[config.mk]
export PLATFORM = sky130hd
export DESIGN_NAME = rx_block
export DESIGN_NICKNAME = d
export VERILOG_FILES = /design/src/rtl/uart_pkg.sv /design/src/rtl/sync_2ff.sv /design/src/rtl/rx_block.sv
export SDC_FILE = /design/constraint.sdc
export NUM_CORES = 1
export LEC_CHECK = 0
export CORE_ASPECT_RATIO = 1.1
export CORE_MARGIN = 3
export CORE_UTILIZATION = 35
export CTS_BUF_LIST = sky130_fd_sc_hd__clkbuf_16
export DETAILED_ROUTE_END_ITERATION = 8
export DONT_BUFFER_PORTS = 1
export SYNTH_ARGS = -nofsm -noshare
export SYNTH_HDL_FRONTEND = slang
export SYNTH_SLANG_ARGS = --single-unit
[constraint.sdc]
create_clock -name clk -period 2.55 [get_ports clk]
set_input_delay 0.1275 -clock clk [delete_from_list [all_inputs] [get_ports clk]]
set_output_delay 0.1275 -clock clk [all_outputs]
set_load 0.02 [all_outputs]
[src/rtl/uart_pkg.sv]
// rtl/uart_pkg.sv - shared UART types and frame constants
package uart_pkg;

    typedef enum logic [2:0] {
        IDLE,
        START,
        DATA,
        STOP,
        BREAK
    } rx_state_t;

    localparam int UART_DATA_BITS  = 8;
    localparam int UART_FRAME_BITS = 10;
    localparam int UART_OVERSAMPLE = 16;

endpackage

[src/rtl/sync_2ff.sv]
// rtl/sync_2ff.sv - two-flop synchronizer for asynchronous inputs
module sync_2ff #(
    parameter int               WIDTH     = 1,
    parameter logic [WIDTH-1:0] RESET_VAL = '1
) (
    input  logic             clk,
    input  logic             rst,
    input  logic [WIDTH-1:0] d,
    output logic [WIDTH-1:0] q
);

    logic [WIDTH-1:0] meta;

    // Two back-to-back flops; the first may go metastable, the second resolves it.
    always_ff @(posedge clk or posedge rst) begin
        if (rst) begin
            meta <= RESET_VAL;
            q    <= RESET_VAL;
        end else begin
            meta <= d;
            q    <= meta;
        end
    end

endmodule

[src/rtl/rx_block.sv]
// rtl/rx_block.sv - oversampling 8N1 UART receiver with stop-bit error reporting
module rx_block
    import uart_pkg::*;
#(
    parameter int OVERSAMPLE = UART_OVERSAMPLE,
    parameter int DATA_BITS  = UART_DATA_BITS
) (
    input  logic                 clk,
    input  logic                 rst,
    input  logic                 clk_en,
    input  logic                 rx_in,
    output logic [DATA_BITS-1:0] mdata,
    output logic                 done,
    output logic                 frame_err,
    output logic                 busy
);

    localparam int TW = $clog2(OVERSAMPLE);
    localparam int BW = $clog2(DATA_BITS + 1);

    // Start bit is checked mid-bit; data and stop bits one full period later each.
    localparam logic [TW-1:0] TICK_HALF = TW'(OVERSAMPLE / 2 - 1);
    localparam logic [TW-1:0] TICK_LAST = TW'(OVERSAMPLE - 1);
    localparam logic [BW-1:0] BIT_LAST  = BW'(DATA_BITS - 1);

    rx_state_t            state;
    rx_state_t            state_nxt;
    logic [TW-1:0]        tick_cnt;
    logic [TW-1:0]        tick_nxt;
    logic [BW-1:0]        bit_cnt;
    logic [BW-1:0]        bit_nxt;
    logic [DATA_BITS-1:0] shreg;
    logic [DATA_BITS-1:0] shreg_nxt;
    logic [DATA_BITS-1:0] mdata_nxt;
    logic                 done_nxt;
    logic                 ferr_nxt;
    logic                 rx_s;

    sync_2ff #(
        .WIDTH     (1),
        .RESET_VAL (1'b1)
    ) u_sync (
        .clk (clk),
        .rst (rst),
        .d   (rx_in),
        .q   (rx_s)
    );

    // Next-state logic; everything holds unless an oversampling tick arrives.
    always_comb begin
        state_nxt = state;
        tick_nxt  = tick_cnt;
        bit_nxt   = bit_cnt;
        shreg_nxt = shreg;
        mdata_nxt = mdata;
        done_nxt  = 1'b0;
        ferr_nxt  = 1'b0;
        if (clk_en) begin
            case (state)
                IDLE: begin
                    if (!rx_s) begin
                        state_nxt = START;
                        tick_nxt  = '0;
                    end
                end
                START: begin
                    if (tick_cnt == TICK_HALF) begin
                        if (!rx_s) begin
                            state_nxt = DATA;
                            tick_nxt  = '0;
                            bit_nxt   = '0;
                        end else begin
                            // Line went back high before mid-bit: a glitch, not a start.
                            state_nxt = IDLE;
                        end
                    end else begin
                        tick_nxt = tick_cnt + 1'b1;
                    end
                end
                DATA: begin
                    if (tick_cnt == TICK_LAST) begin
                        shreg_nxt = {rx_s, shreg[DATA_BITS-1:1]};
                        tick_nxt  = '0;
                        bit_nxt   = bit_cnt + 1'b1;
                        if (bit_cnt == BIT_LAST) begin
                            state_nxt = STOP;
                        end
                    end else begin
                        tick_nxt = tick_cnt + 1'b1;
                    end
                end
                STOP: begin
                    if (tick_cnt == TICK_LAST) begin
                        tick_nxt = '0;
                        if (rx_s) begin
                            mdata_nxt = shreg;
                            done_nxt  = 1'b1;
                            state_nxt = IDLE;
                        end else begin
                            ferr_nxt  = 1'b1;
                            state_nxt = BREAK;
                        end
                    end else begin
                        tick_nxt = tick_cnt + 1'b1;
                    end
                end
                BREAK: begin
                    // A held-low line must return high before a new start is accepted.
                    if (rx_s) begin
                        state_nxt = IDLE;
                    end
                end
                default: begin
                    state_nxt = IDLE;
                end
            endcase
        end
    end

    // State, counters, shift register and registered output strobes.
    always_ff @(posedge clk or posedge rst) begin
        if (rst) begin
            state     <= IDLE;
            tick_cnt  <= '0;
            bit_cnt   <= '0;
            shreg     <= '0;
            mdata     <= '0;
            done      <= 1'b0;
            frame_err <= 1'b0;
        end else begin
            state     <= state_nxt;
            tick_cnt  <= tick_nxt;
            bit_cnt   <= bit_nxt;
            shreg     <= shreg_nxt;
            mdata     <= mdata_nxt;
            done      <= done_nxt;
            frame_err <= ferr_nxt;
        end
    end

    // Any state other than IDLE means a frame (or break) is in progress.
    assign busy = (state != IDLE);

endmodule

==> flow_summary_export.csv <==
group,metric,value,unit
global_route,grt_pass1_vias,1035,
clock_tree,cts_buffer_depth,2,
yosys,yosysTopAreaCellShare,0.480,
cells_and_area,drive_above_1_share,0.264,
yosys,ys_types,43,
floorplan,die_area,5140,µm²
worst_setup_path,crit_buf_inv,0,
floorplan,die_x,68.7,µm
floorplan,pin_count,15,
drt,first_pass_iters,4,
yosys,synthFlopType,"dfrtp_1",
floorplan,fp-row-count,24,
yosys,synth-seq-cells,31,
placed_design,routabilityCongestion,0.857,
placed_design,dp_slack,0.531,ns
placed_design,place_area,1530,µm²
worst_setup_path,r2r_cells,3,
clock_tree,root_buffer,"clkbuf_16",
status,status,"completed",
power,ir_drop,0.508,mV
sta,skew,0.00491,ns
yosys,synth_commonest_cells,"dfrtp_1 (29), mux2_2 (18), inv_1 (8)",
hold_path,hp-class,"input pin to register",
cells_and_area,postLayoutCellArea,1720,µm²
yosys,yosysSeqAreaShare,0.515,
worst_setup_path,crit_family,"simple AND/OR/NAND/NOR gates",
clock_tree,clk_pin_slew_worst_paths,0.05,ns
worst_setup_path,end_kind,"register",
drt,wl_met3,195,µm
sta,rsz0062_at_grt,"no",
drt,vias_per_cell,5.36,
drt,wl_per_cell,14.7,µm
yosys,synth.most_common_cell,"dfrtp_1",
global_route,grt_pass1_wl,4780,µm
sta,hold_viol,0,
clock_tree,h-tree-depth,2,
clock_tree,numCtsBuffers,5,
clock_tree,postCtsSetupRepairBufs,0,
worst_setup_path,critPathMaxStageDelay,0.55,ns
sta,period_needed,2.04,ns
worst_setup_path,critPathMaxFanout,12,
clock_tree,cts.sinks,31,
drt,ant_nets,0,
global_route,grt.total_usage,0.127,
yosys,yosys_warnings,0,
hold_path,hold_end,"frame_err$_DFF_PP0_",
drt,wl_met2,1310,µm
power,p_leak,0.802,nW
yosys,synth_top_cell_by_area,"dfrtp_1",
drt,routed.top_layer,"met4",
drt,met1_length,1100,µm
drt,vias,970,
worst_setup_path,criticalPathCategory,"register to register",
yosys,avgSynthCellArea,12.2,µm²
worst_setup_path,reg2reg_slack,0.51,ns
yosys,ys_top_cells_by_area,"dfrtp_1 (48%), mux2_2 (13%), dfstp_2 (3.5%), mux2i_1 (2.0%), inv_1 (2.0%)",
worst_setup_path,worstSetupStartpointType,"register",
worst_setup_path,r2r-start,"state[1]$_DFFE_PP0P_",
worst_setup_path,worstPathRequired,2.71,ns
drt,drt_iter0_markers,59,
sta,fin_crit_sh,0.798,
clock_tree,cts_resized,0,
placed_design,hpwl,1930,µm
hold_path,min_path_cells,2,
clock_tree,cts_tree,"done",
global_route,antenna_found_initial,0,
cells_and_area,fin_nets,134,
worst_setup_path,worstPathCellList,"nor3b_1 -> and3_1 -> mux2_2",
floorplan,initial_utilization,0.373,
placed_design,port_buffers,0,
sta,maxSlewHeadroom,0.675,
clock_tree,holdBufCountCts,2,
global_route,gr-total-overflow,0,
sta,max_freq,491,MHz
yosys,syn_nets,130,
hold_path,hold_start,"clk_en",
sta,finalSetupViolations,0,
cells_and_area,synthToLayoutAreaGrowth,13.7,%
floorplan,die_h,74.9,µm
floorplan,core-area,4050,µm²
worst_setup_path,cp.arrival,2.19,ns
worst_setup_path,crit_slowest_cell,"dfrtp_1",
global_route,grt_max_degree,32,
yosys,netlist_instances,124,
clock_tree,clock_latency,0.27,ns
drt,wirelength,2660,µm
sta,tightest_slew,0.487,ns
flow_run,cap_violations,0,
sta,fin_tns_setup,0,ns
yosys,synthArstFlopShare,1.00,
yosys,synth_edf_count,0,
yosys,netlist_area,1510,µm²
worst_setup_path,r2r-end,"shreg[2]$_DFFE_PP0P_",
cells_and_area,fillers,386,
sta,drv_slew,0,
drt,route.detailed.drc,0,
cells_and_area,n_antenna_cell,0,
sta,setup_slack,0.514,ns
power,powerDensity,967,nW/µm²
## through the flow
stage / power [mW] / util / hold WS (ns) / cells
2_1_floorplan: 0.952 / - / 0.132 / 124
4_1_cts: 1.68 / 0.424 / 0.0674 / 181
3_5_place_dp: 1.02 / 0.378 / 0.126 / 171
3_3_place_gp: 1.00 / 0.378 / 0.114 / 171
5_1_grt: 1.76 / 0.424 / 0.0855 / 181
6_report: 1.66 / 0.424 / 0.0769 / 181
## worst max path at each step
stage / startpoint / end / slack (ns) / cells after the start
after floorplan: tick_cnt[1]$_DFFE_PP0P_ / state[0]$_DFFE_PP0P_ / 0.86 / 5
after global placement: state[1]$_DFFE_PP0P_ / shreg[7]$_DFFE_PP0P_ / 0.54 / 3
after detailed placement: state[1]$_DFFE_PP0P_ / shreg[2]$_DFFE_PP0P_ / 0.53 / 3
after CTS: state[1]$_DFFE_PP0P_ / shreg[2]$_DFFE_PP0P_ / 0.53 / 3
after global routing: state[1]$_DFFE_PP0P_ / shreg[3]$_DFFE_PP0P_ / 0.39 / 3
final: state[1]$_DFFE_PP0P_ / shreg[2]$_DFFE_PP0P_ / 0.51 / 3
## flip-flops by register name, summed over array words and instances, names as in the netlist, 3 cells and up
name and flops:
state 3, bit_cnt 4, shreg 8, mdata 8
tick_cnt 4
## per-layer routing
| metal | track usage | up-vias |
|---|---|---|
| met3 | 0.0448 | 8 |
| met2 | 0.207 | 24 |
| met1 | 0.148 | 481 |
| met4 | 0.0596 | 0 |
| met5 | 0 | - |
| li1 | - | 457 |
## kinds of logic after synthesis
group,synth area share
multiplexers,0.154
AO/OA/AOI/OAI,0.127
AND/OR/NAND/NOR,0.129
XOR/XNOR,0.00580
flip-flops,0.515
adder cells (fa/ha/maj),0.0166
buffers and inverters,0.0530
## cells in the final DEF, fill, tap and decap left out, types with 2 or more instances in the layout
cell	count
and3b_1	2
nor3b_1	2
dfstp_2	2
a21oi_1	4
a21o_1	2
inv_1	8
o21ai_0	3
a221o_1	2
nand2_1	4
o31ai_1	3
nand2b_1	2
dfrtp_1	29
nor3_1	2
clkbuf_16	5
mux2_2	18
nand3_1	2
dlygate4sd3_1	2
ha_1	2
or4_1	2
mux2i_1	3
nor2_1	5
## final cells by class
type / instances / area, µm² / share of cell area
clock buffers: 5 / 125 / 0.0728
clock inverters: 3 / 38.8 / 0.0226
inverters: 8 / 30.0 / 0.0175
multi-input cells: 79 / 653 / 0.380
flip-flops and latches: 31 / 778 / 0.453
well taps: 52 / 65.1 / 0.0379
repair buffers: 3 / 27.5 / 0.0160
## report_power, final
group / switching (mW) / internal [mW]
Clock: 0.198 / 0.454
Combinational: 0.204 / 0.173
Sequential: 0.0870 / 0.546
(Power assumes the default switching activity.)
